## config.mk

```make
export PLATFORM = sky130hd
export DESIGN_NAME = cvm300_frame_source
export DESIGN_NICKNAME = d
export VERILOG_FILES = /design/src/rtl/cvm300_frame_source.sv
export SDC_FILE = /design/constraint.sdc
export NUM_CORES = 1
export LEC_CHECK = 0
export BUFFER_PORTS_ARGS = -buffer_cell sky130_fd_sc_hd__buf_2
export CAP_MARGIN = 15
export CORE_MARGIN = 1.5
export CORE_UTILIZATION = 40
export DETAILED_ROUTE_END_ITERATION = 10
export SYNTH_ARGS = -nofsm -noshare
export SYNTH_HDL_FRONTEND = slang
export SYNTH_SLANG_ARGS = --single-unit
```

## constraint.sdc

```tcl
create_clock -name CVM_clk -period 8.3 [get_ports CVM_clk]
set_clock_uncertainty 0.15 [all_clocks]
set_input_delay 2.49 -clock CVM_clk [delete_from_list [all_inputs] [get_ports CVM_clk]]
set_output_delay 2.49 -clock CVM_clk [all_outputs]
set_load 0.03 [all_outputs]
```

## src/rtl/cvm300_frame_source.sv

```systemverilog
`timescale 1ns/1ps
// -----------------------------------------------------------------------------
// cvm300_frame_source
//
// Sensor-side pattern transmitter for the CVM300 pixel interface. A rising edge
// on frame_req starts one frame: a frame-overhead interval, then ROWS lines of
// COLS pixels separated by HBLANK idle cycles. It stands in for the sensor
// during bring-up and shares the CVM_clk domain with the capture path.
//
// Ports
//   CVM_clk      in   1   sole clock, rising edge
//   reset        in   1   asynchronous active-high, clears every register
//   sys_res_n    in   1   synchronous active-low soft reset
//   frame_req    in   1   frame request, rising edge starts a frame
//   pattern_sel  in   2   0 col ramp, 1 row+col+frame ramp, 2 checker, 3 0x2AA
//   Line_valid   out  1   high for the COLS pixels of each line
//   Data_valid   out  1   identical to Line_valid
//   D            out  10  pixel value, 0 whenever Data_valid is low
//   frame_busy   out  1   high while the sequencer is not idle
//   frame_count  out  16  completed frames, wraps
//   req_dropped  out  1   sticky: request seen while another was pending
// -----------------------------------------------------------------------------
module cvm300_frame_source #(
   parameter int ROWS       = 488,
   parameter int COLS       = 648,
   parameter int HBLANK     = 8,
   parameter int FOT_CYCLES = 16
) (
   input  logic        CVM_clk,
   input  logic        reset,
   input  logic        sys_res_n,
   input  logic        frame_req,
   input  logic [1:0]  pattern_sel,
   output logic        Line_valid,
   output logic        Data_valid,
   output logic [9:0]  D,
   output logic        frame_busy,
   output logic [15:0] frame_count,
   output logic        req_dropped
);

   localparam int ROW_W   = (ROWS > 1) ? $clog2(ROWS) : 1;
   localparam int COL_W   = (COLS > 1) ? $clog2(COLS) : 1;
   localparam int CNT_MAX = (FOT_CYCLES > HBLANK) ? FOT_CYCLES : HBLANK;
   localparam int CNT_W   = (CNT_MAX > 1) ? $clog2(CNT_MAX) : 1;

   localparam logic [ROW_W-1:0] ROW_LAST = ROW_W'(ROWS - 1);
   localparam logic [COL_W-1:0] COL_LAST = COL_W'(COLS - 1);
   localparam logic [CNT_W-1:0] FOT_LAST = CNT_W'(FOT_CYCLES - 1);
   localparam logic [CNT_W-1:0] HB_LAST  = CNT_W'(HBLANK - 1);

   typedef enum logic [1:0] {
      S_IDLE,
      S_FOT,
      S_LINE,
      S_HBLANK
   } state_t;

   state_t             state_q;
   logic               req_q;
   logic               pending_q;
   logic               dropped_q;
   logic [1:0]         pat_q;
   logic [ROW_W-1:0]   row_q;
   logic [COL_W-1:0]   col_q;
   logic [CNT_W-1:0]   cnt_q;
   logic [15:0]        fcount_q;
   logic               lv_q;
   logic [9:0]         d_q;
   logic               busy_q;
   logic               req_edge_d;

   assign req_edge_d = frame_req & ~req_q;

   // Pixel value for the latched pattern; all sums are truncated to 10 bits.
   function automatic logic [9:0] pixel(input logic [1:0]       sel,
                                        input logic [ROW_W-1:0] r,
                                        input logic [COL_W-1:0] c,
                                        input logic [9:0]       fc);
      logic [9:0] r10;
      logic [9:0] c10;
      logic [9:0] sum;
      r10 = 10'(r);
      c10 = 10'(c);
      sum = r10 + c10 + fc;
      case (sel)
         2'd0:    pixel = c10;
         2'd1:    pixel = sum;
         2'd2:    pixel = (r10[0] ^ c10[0]) ? 10'h3FF : 10'h000;
         default: pixel = 10'h2AA;
      endcase
   endfunction

   // Outputs are registered and lag the state by one cycle: a LINE cycle
   // presents its pixel on the edge that ends it, so the first pixel lands
   // FOT_CYCLES+1 edges after the request edge.
   always_ff @(posedge CVM_clk or posedge reset) begin
      if (reset) begin
         state_q   <= S_IDLE;
         req_q     <= 1'b0;
         pending_q <= 1'b0;
         dropped_q <= 1'b0;
         pat_q     <= 2'd0;
         row_q     <= '0;
         col_q     <= '0;
         cnt_q     <= '0;
         fcount_q  <= 16'd0;
         lv_q      <= 1'b0;
         d_q       <= 10'd0;
         busy_q    <= 1'b0;
      end else begin
         req_q <= frame_req;
         if (!sys_res_n) begin
            // Soft reset: any edge seen in this cycle is discarded.
            state_q   <= S_IDLE;
            pending_q <= 1'b0;
            dropped_q <= 1'b0;
            row_q     <= '0;
            col_q     <= '0;
            cnt_q     <= '0;
            fcount_q  <= 16'd0;
            lv_q      <= 1'b0;
            d_q       <= 10'd0;
            busy_q    <= 1'b0;
         end else begin
            lv_q <= 1'b0;
            d_q  <= 10'd0;

            // One request may queue behind the running frame; a second is lost.
            if (state_q != S_IDLE && req_edge_d) begin
               if (pending_q) dropped_q <= 1'b1;
               else           pending_q <= 1'b1;
            end

            case (state_q)
               S_IDLE: begin
                  if (req_edge_d) begin
                     state_q <= S_FOT;
                     pat_q   <= pattern_sel;
                     row_q   <= '0;
                     col_q   <= '0;
                     cnt_q   <= '0;
                     busy_q  <= 1'b1;
                  end
               end

               S_FOT: begin
                  if (cnt_q == FOT_LAST) begin
                     state_q <= S_LINE;
                     cnt_q   <= '0;
                  end else begin
                     cnt_q <= cnt_q + 1'b1;
                  end
               end

               S_LINE: begin
                  lv_q <= 1'b1;
                  d_q  <= pixel(pat_q, row_q, col_q, fcount_q[9:0]);
                  if (col_q == COL_LAST) begin
                     col_q <= '0;
                     cnt_q <= '0;
                     if (row_q != ROW_LAST) begin
                        state_q <= S_HBLANK;
                        row_q   <= row_q + 1'b1;
                     end else begin
                        fcount_q <= fcount_q + 16'd1;
                        row_q    <= '0;
                        // A request arriving on the frame-done edge itself
                        // chains straight into the next frame as well.
                        if (pending_q || req_edge_d) begin
                           state_q   <= S_FOT;
                           pat_q     <= pattern_sel;
                           pending_q <= 1'b0;
                        end else begin
                           state_q <= S_IDLE;
                           busy_q  <= 1'b0;
                        end
                     end
                  end else begin
                     col_q <= col_q + 1'b1;
                  end
               end

               S_HBLANK: begin
                  if (cnt_q == HB_LAST) begin
                     state_q <= S_LINE;
                     cnt_q   <= '0;
                  end else begin
                     cnt_q <= cnt_q + 1'b1;
                  end
               end

               default: begin
                  state_q <= S_IDLE;
                  busy_q  <= 1'b0;
               end
            endcase
         end
      end
   end

   assign Line_valid  = lv_q;
   assign Data_valid  = lv_q;
   assign D           = d_q;
   assign frame_busy  = busy_q;
   assign frame_count = fcount_q;
   assign req_dropped = dropped_q;

endmodule

```

======== Word-level counts from Yosys, hierarchy flattened ========
Index checks and enable logic that the tools add are counted.
operators by class
  $add $sub $neg .......................... 6
  bitwise logic cells ..................... 3
  mux-type cells .......................... 53
  reduce and logical (&&, ||, !) cells .... 14
  equality and inequality tests ........... 25
operator list
  kind                                                                     count
  16-bit two-way mux                                                       4
  10-bit two-way mux                                                       6
  9-bit two-way mux                                                        4
  10-bit one-hot mux with 3 select lines                                   1
  2-bit two-way mux                                                        10
  4-bit two-way mux                                                        5
  10-bit one-hot mux with 2 select lines                                   1
  3-bit inequality test, second input constant                             6
  9-bit one-hot mux with 2 select lines                                    1
  1-bit two-way mux                                                        17
  16-bit by 1-bit adder with 16-bit output, second input constant          1
  4-bit one-hot mux with 4 select lines                                    1
  10-bit by 1-bit adder with 10-bit output, second input constant          1
  10-bit adder                                                             1
  9-bit by 10-bit adder with 10-bit output                                 1
  10-bit == test, second input constant                                    1
  2-bit inequality test, second input constant                             5
  9-bit by 1-bit adder with 9-bit output, second input constant            1
  9-bit inequality test, second input constant                             1
  2-bit by 1-bit inequality test with 1-bit output, second input constant  4
  2-bit one-hot mux with 4 select lines                                    1
  2-bit == test, second input constant                                     3
  2-bit AND reduction                                                      3
  3-bit AND reduction                                                      2
  other kinds (17)                                                         20
storage, ports and cells
  flip-flop bits (word level) ............. 58
  word-level logic and storage cells ...... 113
  output and inout bits ................... 30

======== Longest topological paths before layout ========
Gate-level depths: netlist of run 1.
  depth after elaboration ................. 9
  gate-level depth with buffers ........... 8
  gate-level depth less buffers ........... 8

======== Worst setup path before layout of run 1 ========
OpenSTA, ideal clock, no wires.
  path kind ............................... input-to-reg
  from .................................... input sys_res_n
  to ...................................... register row_q[7]
  stages .................................. 6
  path slack .............................. 4.260 ns
  arrival ................................. 3.821 ns
  cells stage by stage .................... nor2b_1 > nand2_1 > clkinv_1 > a21o_4 > or4_1 > nand3_1
between the ends
  longest elaborated chain between the ends .. 2
  elaborated cells on any way between the ends .. 5
RTL lines
  item                                                                                                        line  RTL
  start, declared                                                                                             31    input logic sys_res_n,
  3-bit by 1-bit inequality test with 1-bit output (no line) / 3-bit inequality test (equally long branches)  -
  3-bit AND reduction (no line)                                                                               -
  end signal, assigned                                                                                        164   row_q <= row_q + 1'b1;
  end, declared                                                                                               64    logic [ROW_W-1:0] row_q;
Parallel ways exist; a longest one is shown, timed or not.
A chain may end at the register's enable or synchronous reset.

======== Worst setup path in the final report of run 1 ========
  from .................................... input sys_res_n
  to ...................................... register row_q[2]
Same word-level chain as after synthesis.

==> results of run 1 <==
-- placed cells by master (no fill, tap or decap), types with 4 or more instances in the layout --
| master | instances |
|---|---|
| clkbuf_8 | 10 |
| nand3_1 | 22 |
| fa_1 | 10 |
| xor2_1 | 7 |
| dfrtp_1 | 58 |
| and2_1 | 11 |
| o31ai_1 | 7 |
| nor2_1 | 23 |
| ha_1 | 12 |
| inv_1 | 4 |
| nand2b_1 | 7 |
| xnor2_1 | 19 |
| buf_2 | 35 |
| nand4_1 | 6 |
| or3_1 | 4 |
| and3_1 | 6 |
| nor2b_1 | 4 |
| nand2_1 | 30 |
| nor3_1 | 10 |
| a31oi_1 | 6 |
| a21oi_1 | 19 |
| o211ai_1 | 5 |
| o21ai_0 | 30 |
-- worst max-delay path by stage --
stage	startpoint	to	slack (ns)	depth (start not counted)
floorplan	reset	D[0]$_DFF_PP0_	4.23	1
global placement	sys_res_n	row_q[2]$_DFFE_PP0P_	2.93	7
detailed placement	sys_res_n	row_q[2]$_DFFE_PP0P_	2.80	7
CTS	sys_res_n	row_q[2]$_DFFE_PP0P_	3.18	7
global route	sys_res_n	row_q[2]$_DFFE_PP0P_	2.80	7
finish	sys_res_n	row_q[2]$_DFFE_PP0P_	3.18	7
-- logic make-up after synthesis --
| group | after synthesis | share of synthesized area |
|---|---|---|
| buf+inv | 17 | 0.02687 |
| xor+xnor | 26 | 0.06436 |
| mux | 4 | 0.01238 |
| flops | 58 | 0.4102 |
| fa+ha+maj | 22 | 0.09901 |
| simple gates | 146 | 0.2245 |
| compound gates | 91 | 0.1627 |
-- flip-flops by register name, summed over array words and instances, names as in the netlist, 2 cells and up --
| signal | cells |
|---|---|
| pat_q | 2 |
| col_q | 10 |
| row_q | 9 |
| state_q | 2 |
| frame_count | 16 |
| D | 10 |
| cnt_q | 4 |
-- power groups by stage --
stage	clock (mW)	sequential (mW)	combinational [mW]
6_report	0.237	0.302	0.0487
5_1_grt	0.255	0.303	0.0557
4_1_cts	0.244	0.301	0.0491
3_5_place_dp	0	0.307	0.0489
3_3_place_gp	0	0.306	0.0484
2_1_floorplan	0	0.302	0.0384
-- through the flow --
step                instances  hold WS (ns)
finish                    515        0.3583
global route              515        0.3644
CTS                       515        0.3606
detailed placement        499        0.3324
global placement          499        0.3259
floorplan                 364        0.3291
-- worst max-delay path, stage by stage --
cell and delay, ns:
buf_2 0.25, nor2b_1 0.23, nand2_1 0.48, clkinv_1 0.45, a21oi_2 0.80, o21ai_0 0.20, a22o_1 0.28
-- layer usage --
layer | wire length, um | part of all wire | track usage | up-vias
li1 | - | - | - | 1405
met1 | 4115 | 0.48 | 0.2729 | 1415
met2 | 3900 | 0.45 | 0.3061 | 94
met3 | 461 | 0.053 | 0.03813 | 16
met4 | 152 | 0.018 | 0.06689 | 0
met5 | 0 | 0 | 0 | -
-- layout make-up --
| cell class | instances | area [um^2] | share of cell area |
|---|---|---|---|
| sequential | 58 | 1451 | 0.3652 |
| inverter | 7 | 26.28 | 0.006612 |
| multi-input combinational | 289 | 1992 | 0.5013 |
| clock buffer | 10 | 137.6 | 0.03463 |
| tap | 108 | 135.1 | 0.03401 |
| clock inverter | 6 | 41.29 | 0.01039 |
| timing repair buffer | 37 | 190.2 | 0.04786 |
==> summary.txt, run 1 <==
Status
  • Status: completed

Yosys
  • Post-Synthesis Cells: 364
  • Async SR Flop Fraction: 1.000
  • Yosys top cell by area: dfrtp_1
  • Post-synthesis register bit count: slightly below 60
  • Share of the synthesized area in the top cell type: 0.4102
  • Post-synth EDFFs: 0
  • Seq/Total Area, Yosys: 0.4102
  • Ys Warns: 0
  • Syn nets: 392
  • Post-synthesis average cell area: approximately 10 um^2
  • Top-count cell post-synth: dfrtp_1
  • Mapped Area: 3538 um^2
  • Synth top cells by count: 58 x dfrtp_1, 30 x nand2_1, 30 x o21ai_0
  • Synth area leaders: dfrtp_1 41%, fa_1 5.7%, xnor2_1 4.7%, ha_1 4.2%, o21ai_0 4.2%
  • Ys flop type: dfrtp_1
  • Post-synth cell types: 57

Power
  • Comb pwr share: 0.083
  • Sw power: roughly 0.17 mW
  • Pwr Total: 0.5877 mW
  • VDD IR max: about 0.093 mV
  • Sequential power share: 0.513
  • Clock share of power: 0.404
  • Switch share: 0.2856
  • Power per Cell Area: 147.9 nW/um^2
  • Int Power: about 0.42 mW
  • P_leak: 1.838 nW

STA
  • RSZ-0062 raised after global routing: no
  • Rel. slew slack: 0.4147
  • Final critical-path share of the clock period: 0.6172
  • Setup slack after layout: 3.177 ns
  • Max Slew Vio Count: 0
  • Setup TNS: 0 ns
  • Endpoints failing hold: 0
  • Max frequency: just under 200 MHz
  • Worst-margin pin slew: 0.8780 ns
  • # setup viols final: 0
  • Fin crit period: 5.123 ns

Worst setup path
  • R2r worst-path depth: 6
  • Reg2reg setup slack: roughly 5.2 ns
  • CP required: roughly 8.4 ns
  • RR Endpoint: row_q[2]$_DFFE_PP0P_
  • Critical Path End Type: flip-flop
  • Critical path fanouts, max: 29
  • Startpoint types: primary input
  • Reg2reg start: state_q[0]$_DFFE_PP0P_
  • Critical setup path kind: primary input to flip-flop
  • Worst EP arrival: 5.20 ns

Clocking
  • H-tree levels: 3
  • Clock root cell: clkbuf_8
  • Clock Latency Late Sink: 0.34 ns
  • Post-CTS Setup Inserts: 0
  • Hold buffer count at CTS: 0
  • CTS Buf Count: 9
  • CTS sink cnt: 58
  • Clock Path Buffers: 2
  • Clock slew at reported path FFs: 0.07 ns
  • CTS tree: done
  • # resized after CTS: 0

Finish
  • Layout Nets: between 400 and 500
  • ANT cells: 0
  • Fin area: 3974 um^2
  • Fill count: 842
  • Layout cell share with drive strength beyond 1: 0.1744
  • Area grow syn2layout: 12.31%
  • Final core occ: 0.4602

Routing
  • Avg Vias per Cell: between 5 and 6
  • Drt drc: 0
  • DR vias: 2930
  • DR iter-0 viols: 199
  • Post-DRT Antenna Nets: 0
  • Drt pass-1 iters: 5
  • Routed WL per cell: 16.76 um
  • Routed WL: around 8.6 mm

Hold path
  • Hold-critical path endpoint: req_dropped$_DFFE_PP0P_
  • Hold wc startpoint: req_dropped$_DFFE_PP0P_
  • Hold Path Depth: 1
  • Hold Path Class: flip-flop to flip-flop

GRT
  • Tot GR Track Use: 0.1959
  • First-pass GRT wire length: 14.70 mm
  • Vias in the first global route: 2903
  • Initial antenna violation count: 0
  • GRT overflow: 0
  • Largest net degree at the start of global routing: 59

Floorplan
  • DIE AREA: 9420 um^2
  • Die height: 97.06 um
  • # rows: 34
  • I/O pin count: 36
  • Core area: around 8600 um^2
  • Starting Density: 0.4097
  • Die width: between 90 and 100 um

Job
  • Max cap viols: 0

Placement
  • Hpwl dp: 6.077 mm
  • DP Worst Slack: approximately 2.8 ns
  • Routability congestion estimate: 0.7997
  • Placed cell areas: 3795 um^2
  • Port Buf Inserts: 35
(Power assumes the default switching activity.)
==> run 2, diff against run 1 <==
--- a/config.mk
+++ b/config.mk
@@ -5,6 +5,7 @@
 export SDC_FILE = /design/constraint.sdc
 export NUM_CORES = 1
 export LEC_CHECK = 0
+export ABC_AREA = 1
 export BUFFER_PORTS_ARGS = -buffer_cell sky130_fd_sc_hd__buf_2
 export CAP_MARGIN = 15
 export CORE_MARGIN = 1.5
==> constraint.sdc (replaced) <==
create_clock -name CVM_clk -period 4.8 [get_ports CVM_clk]
set_clock_uncertainty 0.15 [all_clocks]
set_input_delay 1.44 -clock CVM_clk [delete_from_list [all_inputs] [get_ports CVM_clk]]
set_output_delay 1.44 -clock CVM_clk [all_outputs]
set_load 0.03 [all_outputs]
==> summary.txt, run 2 <==
Status
  • Status: completed

Clocking
  • Clock slew at reported path FFs: 0.07 ns
  • CTS tree: done
  • CTS sink cnt: between 50 and 60
  • CTS Buf Count: 9
  • # resized after CTS: 0
  • Clock Latency Late Sink: 0.34 ns
  • Clock root cell: clkbuf_8
  • Post-CTS Setup Inserts: 0
  • H-tree levels: 3
  • Hold buffer count at CTS: 0
  • Clock Path Buffers: 2

Worst setup path
  • Worst-path cell chain: buf_2 -> inv_1 -> nor2_8 -> nand2_4 -> nand2_8 -> nor2_1 -> nand2_1 -> o21ai_0
  • Slowest stage delay, CP: 0.46 ns
  • Critical Path Slowest Stage Cell: buf_2
  • Worst EP arrival: 2.99 ns
  • Critical setup path kind: primary input to flip-flop
  • Critical Path End Type: flip-flop
  • CP required: 4.87 ns
  • Critical path fanouts, max: 30
  • Startpoint types: primary input

Finish
  • Fill count: 936
  • Layout Nets: 602
  • Finished Layout Cells: a little over 700
  • Layout cell share with drive strength beyond 1: 0.1278
  • Max reg flops: 16
  • Area grow syn2layout: 13.31%
  • Most frequent cells in the layout: 152 x nand2_1, 74 x inv_1, 58 x dfrtp_1
  • ANT cells: 0
  • Most common cell after layout, fill and taps aside: nand2_1

Yosys
  • Async SR Flop Fraction: 1.000
  • XOR/XNOR Fraction of Synth Area: 0.01338
  • Share of the synthesized area in the top cell type: 0.3694
  • Post-synthesis adder-cell area fraction: 0.08917
  • Syn nets: 562
  • Post-synth cell types: 37
  • Post-synthesis simple-gate area fraction: 0.3475
  • Yosys top cell by area: dfrtp_1
  • Post-synthesis register bit count: slightly below 60
  • Mux cell area share after synthesis: 0
  • Ys Warns: 0
  • Ys flop type: dfrtp_1
  • Synth top cells by count: 152 x nand2_1, 75 x inv_1, 58 x dfrtp_1
  • Post-synthesis average cell area: 7.357 um^2
  • Largest family of logic cells by synthesized area: simple AND/OR/NAND/NOR gates
  • Post-Synthesis Cells: 534
  • Synth area leaders: dfrtp_1 37%, nand2_1 15%, inv_1 7.2%, nand3_1 6.6%, fa_1 5.1%
  • Post-synth EDFFs: 0
  • Mapped Area: 3929 um^2
  • Seq/Total Area, Yosys: 0.3694
  • Top-count cell post-synth: nand2_1
  • Synth Area in Compound Gates: 0.08535

Floorplan
  • # rows: 35
  • DIE AREA: 10430 um^2
  • Starting Density: 0.4192
  • I/O pin count: 36
  • Die width: 102.1 um
  • Die height: a little over 100 um
  • Core area: ~9400 um^2

Routing
  • Routed WL: 10.16 mm
  • Avg Vias per Cell: 5.169
  • DR iter-0 viols: 244
  • Post-DRT Antenna Nets: 0
  • Routed WL per cell: between 10 and 15 um
  • Drt drc: 0
  • Drt pass-1 iters: 5
  • DR vias: roughly 3700

Power
  • VDD IR max: about 0.24 mV
  • Clock share of power: 0.360
  • Switch share: 0.3539
  • Sw power: 0.5277 mW
  • Power per Cell Area: approximately 330 nW/um^2
  • Int Power: ~0.96 mW
  • Comb pwr share: 0.250
  • P_leak: 2.324 nW
  • Sequential power share: 0.390

GRT
  • Met1 Use GR: 0.2816
  • GRT busiest layer: met2
  • Initial antenna violation count: 0
  • Met3 Use GR: 0.04651
  • Tot GR Track Use: 0.2069
  • Grt met2 use: 0.3362
  • Largest net degree at the start of global routing: between 40 and 50
  • GRT overflow: 0
  • Vias in the first global route: 3288
  • First-pass GRT wire length: 16.51 mm

STA
  • Setup TNS: 0 ns
  • Setup slack after layout: 1.878 ns
  • Max frequency: 342.2 MHz
  • Fin crit period: a little under 3 ns
  • Max Slew Vio Count: 0
  • Endpoints failing hold: 0
  • RSZ-0062 raised after global routing: no
  • # setup viols final: 0
  • Rel. slew slack: 0.3847
  • Final critical-path share of the clock period: 0.6088
  • Worst-margin pin slew: 0.9229 ns

Placement
  • Port Buf Inserts: 35
  • DP Worst Slack: between 1.5 and 2 ns
  • Placed cells: 692
  • Hpwl dp: 7.672 mm
  • Routability congestion estimate: ~0.95

Hold path
  • Hold Path Class: flip-flop to flip-flop

Job
  • Max cap viols: 0
[run 2: cell count changes after synthesis, moves of 14 or more]
cell     previous run  this run
inv_1               5        75
nand2_1            30       152
nand3_1            22        52
nand4_1             6        20
nor2_1             23        50
xnor2_1            19         0
[run 2: area by class of cell]
| class | count | area (um^2) | share of cell area |
|---|---|---|---|
| repair buffers | 36 | 182.7 | 0.04103 |
| well taps | 129 | 161.4 | 0.03626 |
| clock inverters | 4 | 72.57 | 0.01630 |
| flip-flops and latches | 58 | 1451 | 0.3260 |
| inverters | 80 | 315.3 | 0.07083 |
| clock buffers | 12 | 165.2 | 0.03710 |
| multi-input cells | 389 | 2103 | 0.4725 |
[run 2: cells by family (layout without fill, tap and decap cells)]
group	count (synthesis)	after routing
flip-flops	58	58
AO/OA/AOI/OAI	63	63
XOR/XNOR	6	6
AND/OR/NAND/NOR	298	298
buffers and inverters	87	132
adder cells (fa/ha/maj)	22	22
[run 2: stage by stage]
step	hold WS [ns]	power, mW	cell area (um^2)	util
finish	0.3611	1.491	4452	0.4750
global route	0.3956	1.581	4452	0.4750
CTS	0.3672	1.500	4452	0.4750
detailed placement	0.3518	0.9611	4214	0.4497
global placement	0.3347	0.9559	4214	0.4497
floorplan	0.3181	0.8825	3929	-
[run 2: power by group through the flow]
stage	combinational [mW]	clock [mW]	sequential [mW]
after global routing	0.421	0.569	0.590
after detailed placement	0.370	0	0.591
after CTS	0.372	0.546	0.582
after global placement	0.366	0	0.590
final	0.372	0.537	0.581
after floorplan	0.287	0	0.596
[run 2: path summary, 6_finish.rpt]
kind / from / endpoint / slack, ns / depth (start not counted)
min in group asynchronous: reset / pat_q[0]$_DFFE_PP0P_ / 1.13 / 2
min: cnt_q[1]$_DFFE_PP0P_ / cnt_q[1]$_DFFE_PP0P_ / 0.36 / 2
max reg2reg: frame_count[1]$_DFFE_PP0P_ / D[7]$_DFF_PP0_ / 2.21 / 10
min reg2reg: cnt_q[1]$_DFFE_PP0P_ / cnt_q[1]$_DFFE_PP0P_ / 0.36 / 2
max: sys_res_n / row_q[6]$_DFFE_PP0P_ / 1.88 / 8
max in group asynchronous: reset / pending_q$_DFF_PP0_ / 2.58 / 3
[run 2: worst max-delay path, delay by kind of cell]
family	cells	cell delay, ns
buf+inv	2	0.82
simple gates	5	0.63
compound gates	1	0.08
[run 2: per-layer routing]
metal  vias to the layer above  part of all wire
met3                        13             0.055
li1                       1807                 -
met4                         0             0.013
met2                       121              0.48
met5                         -                 0
met1                      1719              0.46
==> run 3, diff against run 2 <==
--- a/config.mk
+++ b/config.mk
@@ -5,7 +5,7 @@
 export SDC_FILE = /design/constraint.sdc
 export NUM_CORES = 1
 export LEC_CHECK = 0
-export ABC_AREA = 1
+export ABC_AREA = 0
 export BUFFER_PORTS_ARGS = -buffer_cell sky130_fd_sc_hd__buf_2
 export CAP_MARGIN = 15
 export CORE_MARGIN = 1.5
==> constraint.sdc (replaced) <==
create_clock -name CVM_clk -period 2.8 [get_ports CVM_clk]
set_clock_uncertainty 0.15 [all_clocks]
set_input_delay 0.84 -clock CVM_clk [delete_from_list [all_inputs] [get_ports CVM_clk]]
set_output_delay 0.84 -clock CVM_clk [all_outputs]
set_load 0.03 [all_outputs]
==> summary.txt, run 3 (synthesis gave the netlist of run 1 again) <==
Finish
  • Area grow syn2layout: 21.71%
  • Most common cell after layout, fill and taps aside: dfrtp_1
  • Max reg flops: 16
  • Most frequent cells in the layout: 56 x dfrtp_1, 39 x buf_4, 35 x buf_2
  • Layout Nets: 467
  • ANT cells: 0
  • Layout cell share with drive strength beyond 1: 0.2500

GRT
  • GRT overflow: 0
  • Vias in the first global route: roughly 3000
  • First-pass GRT wire length: 15.05 mm
  • Largest net degree at the start of global routing: 26
  • Initial antenna violation count: 0
  • Tot GR Track Use: 0.2025

Clocking
  • Clock Latency Late Sink: roughly 0.34 ns
  • Post-CTS Setup Inserts: 0
  • CTS tree: done
  • Clock slew at reported path FFs: 0.08 ns
  • CTS Buf Count: 9
  • Clock Path Buffers: 2
  • H-tree levels: 3
  • CTS sink cnt: just under 60
  • Clock root cell: clkbuf_8

STA
  • Rel. slew slack: 0.5594
  • RSZ-0062 raised after global routing: no
  • Endpoints failing hold: 0
  • Max Slew Vio Count: 0
  • Fin crit period: 2.670 ns
  • Setup TNS: 0 ns
  • Max frequency: 374.6 MHz
  • # setup viols final: 0
  • Final critical-path share of the clock period: 0.9534
  • Worst-margin pin slew: 0.6581 ns
  • Setup slack after layout: 0.1305 ns

Worst setup path
  • Critical Path End Type: flip-flop
  • R2r worst-path depth: 5
  • CP required: ~2.9 ns
  • Worst EP arrival: roughly 2.8 ns
  • Worst-path cell chain: or4_4 -> or3_1 -> or4_4 -> xnor2_1 -> and2_1
  • Startpoint types: flip-flop
  • Slowest stage delay, CP: 0.60 ns
  • Critical Path Slowest Stage Cell: or4_4
  • Critical path fanouts, max: 8
  • Critical setup path kind: flip-flop to flip-flop
  • Most common cell on crit path: or4_4
  • Reg2reg setup slack: 0.13 ns

Routing
  • Routed WL: about 8.9 mm
  • Post-DRT Antenna Nets: 0
  • Routed WL per cell: 16.19 um
  • DR vias: 3016
  • Drt drc: 0
  • Drt pass-1 iters: 4
  • DR iter-0 viols: 113
  • Avg Vias per Cell: 5.464

Floorplan
  • I/O pin count: 36
  • DIE AREA: 9420 um^2
  • # rows: 34
  • Die width: ~97 um
  • Starting Density: 0.4097
  • Die height: just under 100 um
  • Core area: 8636 um^2

Power
  • VDD IR max: 0.2007 mV
  • P_leak: 2.038 nW
  • Power per Cell Area: 441.6 nW/um^2
  • Pwr Total: 1.902 mW

Placement
  • Routability congestion estimate: 0.8724
  • Port Buf Inserts: 35
  • Hpwl dp: around 6.8 mm
  • DP Worst Slack: 0.01670 ns

Hold path
  • Hold Path Class: primary input to async pin

Status
  • Status: completed

Job
  • Max cap viols: 0
==> run 3: cell types whose count changed in the layout (fill, tap and decap cells not counted), moves of 11 or more <==
cell / previous run / this run
and2_1: 0 / 11
buf_4: 1 / 39
inv_1: 74 / 4
nand2_1: 152 / 30
nand3_1: 52 / 22
nand4_1: 20 / 6
nor2_1: 50 / 23
xnor2_1: 0 / 19
==> run 3: repair_timing <==
action / in CTS / in global routing
pin swaps: 0 / 1
gates resized for setup: 1 / 3
setup endpoints to repair: 1 / 3
hold buffers: 0 / 0
==> run 3: per-layer routing <==
layer	GRT usage	routed length, um	vias up
met5	0	0	-
met3	0.03885	433	11
met1	0.2692	4194	1452
met4	0.08919	167	0
met2	0.3228	4142	68
li1	-	-	1485
==> run 3: cell type report <==
cell class	count	area (um^2)
multi-input combinational	289	2012
inverter	7	26.28
sequential	58	1454
clock inverter	5	80.08
tap	108	135.1
clock buffer	11	131.4
timing repair buffer	74	467.9
fill	857	4329
==> run 3: report_power, final <==
part           total (mW)  leakage [nW]  internal, mW  switching [mW]
logic               0.156          1.14        0.0530           0.103
registers           0.893         0.796         0.857          0.0364
clock network       0.853        0.0995         0.500           0.352
total                1.90          2.04          1.41           0.492
==> run 3: critical path: cells and delay by family (launching register included) <==
family / cells / cell delay (ns)
AND/OR/NAND/NOR: 4 / 1.86
flip-flops: 1 / 0.43
XOR/XNOR: 1 / 0.13
==> run 3: worst paths after layout <==
| path | startpoint | endpoint |
|---|---|---|
| worst max-delay path | col_q[4]$_DFFE_PP0P_ | frame_count[6]$_DFFE_PP0P_ |
| min in group CVM_clk | req_dropped$_DFFE_PP0P_ | req_dropped$_DFFE_PP0P_ |
| worst min-delay path | reset | frame_count[1]$_DFFE_PP0P_ |
| worst min register to register | req_dropped$_DFFE_PP0P_ | req_dropped$_DFFE_PP0P_ |
| max in group asynchronous | reset | frame_count[14]$_DFFE_PP0P_ |
| worst max register to register | col_q[4]$_DFFE_PP0P_ | frame_count[6]$_DFFE_PP0P_ |
==> run 3: through the flow <==
stage / hold WS [ns] / instance area [um^2] / utilization / std cells
2_1_floorplan: 0.3291 / 3540 / - / 364
3_3_place_gp: 0.3242 / 4074 / 0.4717 / 536
3_5_place_dp: 0.3307 / 4074 / 0.4717 / 536
4_1_cts: 0.3360 / 4290 / 0.4968 / 552
5_1_grt: 0.3567 / 4307 / 0.4987 / 552
6_report: 0.3391 / 4307 / 0.4987 / 552
